===== src/rtl/alu_pkg.sv =====
// alu_pkg: shared ALU definitions for the EX stage.
//   div_state_t   state encoding of the iterative divider FSM
//   *_CONTROL     alucontrol codes decoded in EX, including DIV/DIVU
package alu_pkg;

   typedef enum logic [1:0] {
      DIV_IDLE,
      DIV_BUSY,
      DIV_DONE
   } div_state_t;

   localparam logic [3:0] AND_CONTROL   = 4'b0000;
   localparam logic [3:0] OR_CONTROL    = 4'b0001;
   localparam logic [3:0] ADD_CONTROL   = 4'b0010;
   localparam logic [3:0] SUB_CONTROL   = 4'b0110;
   localparam logic [3:0] SLT_CONTROL   = 4'b0111;
   localparam logic [3:0] MULT_CONTROL  = 4'b1000;
   localparam logic [3:0] MULTU_CONTROL = 4'b1001;
   localparam logic [3:0] DIV_CONTROL   = 4'b1010;
   localparam logic [3:0] DIVU_CONTROL  = 4'b1011;

endpackage


===== src/rtl/div_step.sv =====
// div_step: one combinational radix-2 restoring division iteration.
//   rq_in   {R,Q} partial remainder / quotient before the step
//   dvs     divisor magnitude
//   rq_out  {R,Q} after shifting left one bit and trying a subtract
module div_step #(
   parameter int WIDTH = 32
) (
   input  logic [2*WIDTH-1:0] rq_in,
   input  logic [WIDTH-1:0]   dvs,
   output logic [2*WIDTH-1:0] rq_out
);

   logic [WIDTH:0] r_shift;
   logic [WIDTH:0] trial;

   // The shifted remainder needs WIDTH+1 bits: R < dvs, so 2R+1 can exceed
   // WIDTH bits but the subtraction result always fits back into WIDTH bits.
   always_comb begin
      r_shift = rq_in[2*WIDTH-1:WIDTH-1];
      trial   = r_shift - {1'b0, dvs};
      if (!trial[WIDTH]) begin
         rq_out = {trial[WIDTH-1:0], rq_in[WIDTH-2:0], 1'b1};
      end else begin
         rq_out = {r_shift[WIDTH-1:0], rq_in[WIDTH-2:0], 1'b0};
      end
   end

endmodule


===== src/rtl/div_unit.sv =====
// div_unit: iterative radix-2 restoring divider for MIPS DIV/DIVU in EX.
//   clk_i, rst_i            clock, asynchronous active-high reset
//   start_i, signed_i       EX holds DIV (signed_i=1) or DIVU (signed_i=0)
//   annul_i                 flush/exception: abort whatever is in flight
//   dividend_i, divisor_i   rs / rt, sampled on the accept cycle only
//   lo_o, hi_o              registered quotient / remainder
//   ready_o                 result valid this cycle
//   stall_o                 combinational hold request for IF/ID/EX
module div_unit
   import alu_pkg::*;
#(
   parameter int WIDTH = 32
) (
   input  logic             clk_i,
   input  logic             rst_i,
   input  logic             start_i,
   input  logic             signed_i,
   input  logic             annul_i,
   input  logic [WIDTH-1:0] dividend_i,
   input  logic [WIDTH-1:0] divisor_i,
   output logic [WIDTH-1:0] lo_o,
   output logic [WIDTH-1:0] hi_o,
   output logic             ready_o,
   output logic             stall_o
);

   localparam int CNT_W = (WIDTH > 1) ? $clog2(WIDTH) : 1;
   localparam logic [CNT_W-1:0] LAST_CNT = CNT_W'(WIDTH - 1);

   div_state_t         state, state_n;
   logic [CNT_W-1:0]   count;
   logic [2*WIDTH-1:0] rq;
   logic [2*WIDTH-1:0] rq_next;
   logic [WIDTH-1:0]   dvs;
   logic               neg_q;
   logic               neg_r;
   logic               accept;
   logic               step_en;
   logic               finish;

   // Two's-complement magnitude; the most negative value maps onto itself,
   // which is the correct unsigned magnitude modulo 2^WIDTH.
   function automatic logic [WIDTH-1:0] magnitude(input logic [WIDTH-1:0] x,
                                                  input logic             is_signed);
      return (is_signed && x[WIDTH-1]) ? -x : x;
   endfunction

   function automatic logic [WIDTH-1:0] apply_sign(input logic [WIDTH-1:0] x,
                                                   input logic             neg);
      return neg ? -x : x;
   endfunction

   div_step #(.WIDTH(WIDTH)) u_step (
      .rq_in  (rq),
      .dvs    (dvs),
      .rq_out (rq_next)
   );

   always_ff @(posedge clk_i or posedge rst_i) begin
      if (rst_i) begin
         state <= DIV_IDLE;
      end else begin
         state <= state_n;
      end
   end

   always_comb begin
      state_n = state;
      stall_o = 1'b0;
      ready_o = 1'b0;
      accept  = 1'b0;
      step_en = 1'b0;
      finish  = 1'b0;
      case (state)
         DIV_IDLE: begin
            if (start_i && !annul_i) begin
               state_n = DIV_BUSY;
               stall_o = 1'b1;
               accept  = 1'b1;
            end
         end
         DIV_BUSY: begin
            stall_o = 1'b1;
            if (annul_i) begin
               state_n = DIV_IDLE;
            end else begin
               step_en = 1'b1;
               if (count == LAST_CNT) begin
                  state_n = DIV_DONE;
                  finish  = 1'b1;
               end
            end
         end
         DIV_DONE: begin
            // start_i is still the instruction just completed, so never re-accept here.
            ready_o = 1'b1;
            state_n = DIV_IDLE;
         end
         default: state_n = DIV_IDLE;
      endcase
   end

   always_ff @(posedge clk_i or posedge rst_i) begin
      if (rst_i) begin
         count <= '0;
         rq    <= '0;
         dvs   <= '0;
         neg_q <= 1'b0;
         neg_r <= 1'b0;
         lo_o  <= '0;
         hi_o  <= '0;
      end else begin
         if (accept) begin
            count <= '0;
            rq    <= {{WIDTH{1'b0}}, magnitude(dividend_i, signed_i)};
            dvs   <= magnitude(divisor_i, signed_i);
            neg_q <= signed_i & (dividend_i[WIDTH-1] ^ divisor_i[WIDTH-1]);
            neg_r <= signed_i & dividend_i[WIDTH-1];
         end
         if (step_en) begin
            rq    <= rq_next;
            count <= count + CNT_W'(1);
         end
         // Results land only on the final step, so an annulled op never touches HI/LO.
         if (finish) begin
            lo_o <= apply_sign(rq_next[WIDTH-1:0], neg_q);
            hi_o <= apply_sign(rq_next[2*WIDTH-1:WIDTH], neg_r);
         end
      end
   end

endmodule


===== config.mk =====
export PLATFORM = sky130hd
export DESIGN_NAME = div_unit
export DESIGN_NICKNAME = d
export VERILOG_FILES = /design/src/rtl/alu_pkg.sv /design/src/rtl/div_step.sv /design/src/rtl/div_unit.sv
export SDC_FILE = /design/constraint.sdc
export NUM_CORES = 1
export LEC_CHECK = 0
export BUFFER_PORTS_ARGS = -buffer_cell sky130_fd_sc_hd__clkbuf_2
export CORE_MARGIN = 2
export CORE_UTILIZATION = 29
export CTS_CLUSTER_SIZE = 16
export DETAILED_ROUTE_END_ITERATION = 10
export GPL_TIMING_DRIVEN = 0
export SYNTH_ARGS = -nofsm -noshare
export SYNTH_HDL_FRONTEND = slang
export SYNTH_SLANG_ARGS = --single-unit

===== constraint.sdc =====
create_clock -name clk_i -period 6.4 [get_ports clk_i]
set_input_delay 1.28 -clock clk_i [delete_from_list [all_inputs] [get_ports clk_i]]
set_output_delay 1.28 -clock clk_i [all_outputs]
set_load 0.02 [all_outputs]

==> results.txt, run 1 <==
status: finished clean
CTS buffer count: 17
remaining routing DRC violations: 0
FF+latch area: 4230 µm²
critical-path cell list: inv_1 > ha_1 > fa_1 > nand2b_1 > a21o_1 > a211oi_2 > or2_1 > buf_4 > o21ai_2 > xnor2_4 > inv_2 > buf_2 > clkbuf_2 > buf_2 > nor2_1 > a21oi_2 > ha_1 > clkbuf_1 > nand2_1 > or4_4 > a221oi_1 > a21oi_1 > xor2_1 > o21ai_1
GP Congestion: 0.934
hold_buf cts: 0
Initial DRC Count: 960
Area Growth Syn to Fin: 17.1%
largest net degree at the start of global routing: 94
Async S/R FF share, synth: 1.00
Post-synth EDFFs: 0
top-area cell type share of the netlist area: 0.367
power density cells: 517 nW/µm²
Critical Setup Path Class: flip-flop to flip-flop
Yosys top cell by area: dfrtp_1
Die Width: 203 µm
Top delay family on crit path: buffers and inverters
Worst Max-Slew Pin Slew: 1210 ps
Post-Syn Instances: 1,416
DIE HEIGHT: 203 µm
Distinct cells, synth: 70
Initial DRT Pass Iterations: 6
Commonest cells post-synth: 217 x nand2_1, 217 x o21ai_0, 169 x dfrtp_1
peak supply drop: 259 µV
RSZ-0062 raised after global routing: false
clock buffer depth: 2
min-delay worst type: flip-flop to flip-flop
clk_skew: 11.2 ps
Tcrit/Tclk final: 0.946
Rows: 73
Clock Sinks: 169
FMAX: 165 MHz
vias in the first global route: 10,405
sequential area share after synthesis: 0.367
Clk Latency, worst-skew pair: 450 ps
WL/cell: 17.7 µm
Core Box Area: 39,500 µm²
synthesized net count: 1,524
first-pass GRT wire length: 58,600 µm
IO buf count: 134
flop-to-flop setup slack: 340 ps
Placement Setup Slack: -145 ps
n_diodes: 0
fin area: 13,500 µm²
final hold viol count: 0
drt total wl: 37,200 µm
Root Buffer Master: clkbuf_16
DIE AREA: 41,400 µm²
Mapped Area: 11,500 µm²
fin nets: 1,678
syn_area_per_cell: 8.15 µm²
initial antenna violation count: 0
flops & latches, synth: 169
Final Util: 0.342
max-cap violation count: 0
placed standard-cell area: 12,900 µm²
Slew headroom: 0.195
DP Wirelength: 30,000 µm
final slew viol count: 0
Top FF cell, synth: dfrtp_1
multi-input logic area: 6810 µm²
Crit. End Element: flip-flop
Worst Path Arrival: 6380 ps
slowest stage delay, CP: 530 ps
Pleak: 0.00586 µW
Ys Warns: 0
startpoint types: flip-flop
total grt overflow: 0
min Tclk post-route: 6060 ps
IO Count: 135
Initial Util: 0.292
# fillers: 4,209
routed via count: 10,847
clock-pin slew on the worst setup and hold paths: 70 ps
CTS tree: done
Final ANT Viol Nets: 0
CP required: 6720 ps
worst path buffer plus inverter count: 7
layout cells sized above 1: 0.123
H-tree depth: 4
routed vias/inst: 5.15
Final WS setup: 342 ps
Slowest-stage cell, CP: dfrtp_1
Crit Path Max Fanout: 10
Final setup viols: 0
synth top area cells: dfrtp_1 37%, o21ai_0 9.4%, nand2_1 7.1%
overall routing resource usage: 0.182
metrics by stage:
stage / total power (µW) / instances / TNS (ps) / hold WS, ps
2_1_floorplan: 4620 / 1416 / 0 / 449
3_5_place_dp: 5790 / 2076 / -489 / 469
5_1_grt: 7510 / 2107 / 0 / 501
6_report: 6990 / 2107 / 0 / 473
3_3_place_gp: 5730 / 2075 / -226870 / 464
4_1_cts: 6890 / 2107 / 0 / 485
layer usage:
metal / vias to the layer above / share of wire / global-route usage
li1: 5334 / - / -
met5: - / 0 / 0
met4: 0 / 0.023 / 0.0654
met3: 51 / 0.063 / 0.0407
met1: 5157 / 0.47 / 0.254
met2: 305 / 0.44 / 0.276
cell families after synthesis:
group | after synthesis | share of synthesized area
DFF | 169 | 0.367
adders and majority gates | 39 | 0.0430
xor gates and xnor gates | 147 | 0.113
AOI/OAI and AO/OA | 449 | 0.231
muxes | 21 | 0.0184
and+or+nand+nor | 460 | 0.184
buffers and inverters | 131 | 0.0436
layout by cell type (no fill, tap or decap), drive strengths merged, types with 5 or more instances in the layout:
master  instances
nand3          16
a21oi          79
o21a            8
nand2         218
and2            9
or2             5
buf            15
dfrtp         169
or3            15
or4            12
nand4           7
clkinv          5
and3            8
a21boi          5
o21ai         223
mux2i          19
xor2           74
nor2b           8
nor2           80
ha             38
nand2b         13
a211oi          7
a22oi          31
inv            56
o41ai          14
clkbuf        217
nor3           36
a21o            9
o31ai          24
xnor2          73
a31oi          17
nor4           21
worst paths after layout:
kind                       depth (start not counted)    start        to
setup / recovery                                  24   rq[31]  hi_o[20]
hold / removal                                     2  hi_o[8]   hi_o[8]
setup reg to reg                                  24   rq[31]  hi_o[20]
hold reg to reg                                    2  hi_o[8]   hi_o[8]
max in group asynchronous                          3    rst_i   hi_o[5]
min in group asynchronous                          2    rst_i  lo_o[23]
sequential cells by signal, indices dropped and copies added (netlist names):
register,cells
state,2
neg_q,1
neg_r,1
hi_o,32
lo_o,32
count,5
dvs,32
rq,64
area by class of cell:
type / instances / area share
plain buffers: 77 / 0.0224
flip-flops and latches: 169 / 0.313
well taps: 525 / 0.0486
repair buffers: 135 / 0.0517
multi-input cells: 1116 / 0.504
inverters: 54 / 0.0156
clock inverters: 11 / 0.0107
clock buffers: 20 / 0.0338
power breakdown:
group	switching, µW	internal, µW	total (µW)
clock	451	632	1080
combinational	2720	1570	4290
sequential	338	1270	1610
total	3510	3480	6990
timing repair:
item                       4_1_cts  5_1_grt
gates resized for setup          1        2
buffers inserted                 0        0
setup endpoints to repair        4        5
worst register-to-register path: cells and delay by family, from the launching register on:
| family | cells | cell delay, ps |
|---|---|---|
| flip-flops | 1 | 530 |
| XOR/XNOR | 2 | 460 |
| buffers and inverters | 7 | 1670 |
| AND/OR/NAND/NOR | 5 | 990 |
| AO/OA/AOI/OAI | 7 | 1470 |
| adder cells (fa/ha/maj) | 3 | 820 |
No activity file was read; power rests on OpenSTA's default activity.
==> run 2, diff against run 1 <==
--- a/config.mk
+++ b/config.mk
@@ -11,6 +11,7 @@
 export CTS_CLUSTER_SIZE = 16
 export DETAILED_ROUTE_END_ITERATION = 10
 export GPL_TIMING_DRIVEN = 0
+export PLACE_DENSITY = 0.44
 export SYNTH_ARGS = -nofsm -noshare
 export SYNTH_HDL_FRONTEND = slang
 export SYNTH_SLANG_ARGS = --single-unit
==> results.txt, run 2 (synthesis results as in run 1) <==
post-CTS setup buffers: 0
FMAX: 166 MHz
Top reg by flops: rq
min-delay worst type: flip-flop to flip-flop
Clk pwr share: 0.148
IO Count: 135
Area Growth Syn to Fin: 16.9%
Clk Latency, worst-skew pair: 450 ps
Final Util: 0.342
peak supply drop: 220 µV
first-pass GRT wire length: 63,600 µm
Clock Sinks: 169
final std cells w/o fill: 2,108
power density cells: 521 nW/µm²
initial antenna violation count: 0
routed via count: 10,774
IO buf count: 134
Final setup viols: 0
Final ANT Viol Nets: 0
max-cap violation count: 0
Core Box Area: 39,500 µm²
Rows: 73
DIE HEIGHT: 203 µm
n_diodes: 0
Tcrit/Tclk final: 0.944
worst path buffer plus inverter count: 6
H-tree depth: 4
RSZ-0062 raised after global routing: false
Slew headroom: 0.211
slowest stage delay, CP: 540 ps
CP required: 6730 ps
min Tclk post-route: 6040 ps
Gate power share: 0.625
CTS tree: done
clock-pin slew on the worst setup and hold paths: 70 ps
multi-input logic area: 6800 µm²
overall routing resource usage: 0.200
layout cells sized above 1: 0.123
Worst Max-Slew Pin Slew: 1180 ps
Root Buffer Master: clkbuf_16
CTS buffer count: 17
final hold viol count: 0
Top cell by count, worst path: buf_2
Critical Setup Path Class: flip-flop to flip-flop
Initial DRC Count: 792
clk_skew: 8.40 ps
remaining routing DRC violations: 0
vias in the first global route: 10,531
DP Wirelength: 32,100 µm
Die Width: 203 µm
status: finished clean
Crit Path Max Fanout: 10
Pleak: 0.00584 µW
WL/cell: 19.1 µm
Fin Hold WS: 479 ps
Slowest-stage cell, CP: or4_1
final slew viol count: 0
most frequent cells in the layout: 217 x nand2_1, 216 x o21ai_0, 169 x dfrtp_1
largest net degree at the start of global routing: 122
Initial Util: 0.292
placed cells: 2,077
Crit. End Element: flip-flop
# fillers: 4,283
power share of the sequential group: 0.227
startpoint types: flip-flop
sw power: 3590 µW
commonest non-fill, non-tap cell in the layout: nand2_1
Initial DRT Pass Iterations: 7
GP Congestion: 0.889
Largest register FFs: 64
clock buffer depth: 2
internal power: 3430 µW
critical-path cell list: ha_1 > buf_2 > nand2_2 > or4_1 > a211oi_2 > or2_1 > buf_4 > o21ai_2 > xnor2_4 > inv_2 > buf_2 > buf_2 > buf_2 > nor2_1 > a21oi_1 > ha_2 > nand2_1 > or4_4 > a221oi_1 > a21oi_1 > xor2_1 > o21ai_1
total grt overflow: 0
Top delay family on crit path: buffers and inverters
Worst Path Arrival: 6370 ps
routed vias/inst: 5.11
fin nets: 1,678
Net Sw Frac: 0.512
drt total wl: 40,300 µm
FF+latch area: 4230 µm²
DIE AREA: 41,400 µm²
==> run 2: changes by cell type in the layout (fill, tap and decap cells not counted), sizes merged <==
cell / previous run / this run
buf: 15 / 17
bufinv: 3 / 1
clkbuf: 217 / 218
clkinv: 5 / 3
clkinvlp: 1 / 3
==> run 2: worst paths after layout <==
check,from,end,slack (ps),depth (start not counted)
max reg2reg,rq[46],hi_o[20],360,22
max in group asynchronous,rst_i,rq[34],4620,3
max,rq[46],hi_o[20],360,22
min in group asynchronous,rst_i,lo_o[6],830,2
min reg2reg,dvs[26],dvs[26],480,2
min,dvs[26],dvs[26],480,2
==> run 2: power by group through the flow <==
stage | Combinational [µW] | Clock (µW) | Sequential (µW)
floorplan | 3150 | 0 | 1470
global placement | 4310 | 0 | 1600
CTS | 4330 | 1060 | 1590
global route | 4850 | 1100 | 1630
finish | 4390 | 1040 | 1600
detailed placement | 4310 | 0 | 1600
==> run 2: tightest hold or removal path: stages, from the launching register on <==
cell and delay [ps]:
dfrtp_1 340, nand2_1 50, o21ai_0 60
==> run 2: area by class of cell <==
type	instances	area share
plain buffers	76	0.0222
clock buffers	23	0.0362
clock inverters	9	0.00659
inverters	54	0.0156
multi-input cells	1116	0.505
flip-flops and latches	169	0.314
well taps	525	0.0487
repair buffers	136	0.0522
==> run 2: layer usage <==
layer,vias up,global-route usage,part of all wire
met2,276,0.295,0.42
met3,45,0.0243,0.044
met5,-,0,0
li1,5329,-,-
met4,0,0.0581,0.018
met1,5124,0.304,0.51
==> run 2: per-stage QoR <==
step	instance area, µm²	TNS (ps)	worst slack (ps)	power, µW
after detailed placement	12900	-1030	-277	5920
final	13500	0	361	7020
after CTS	13500	0	251	6980
after global placement	12900	-321500	-1920	5910
after global routing	13500	0	88.9	7590
after floorplan	11500	0	545	4620
==> run 2: repair_timing <==
| item | 4_1_cts | 5_1_grt |
|---|---|---|
| endpoints found under the setup margin | 5 | 4 |
| gates resized for setup | 2 | 2 |
| hold buffers | 0 | 0 |
| gates cloned | 0 | 0 |
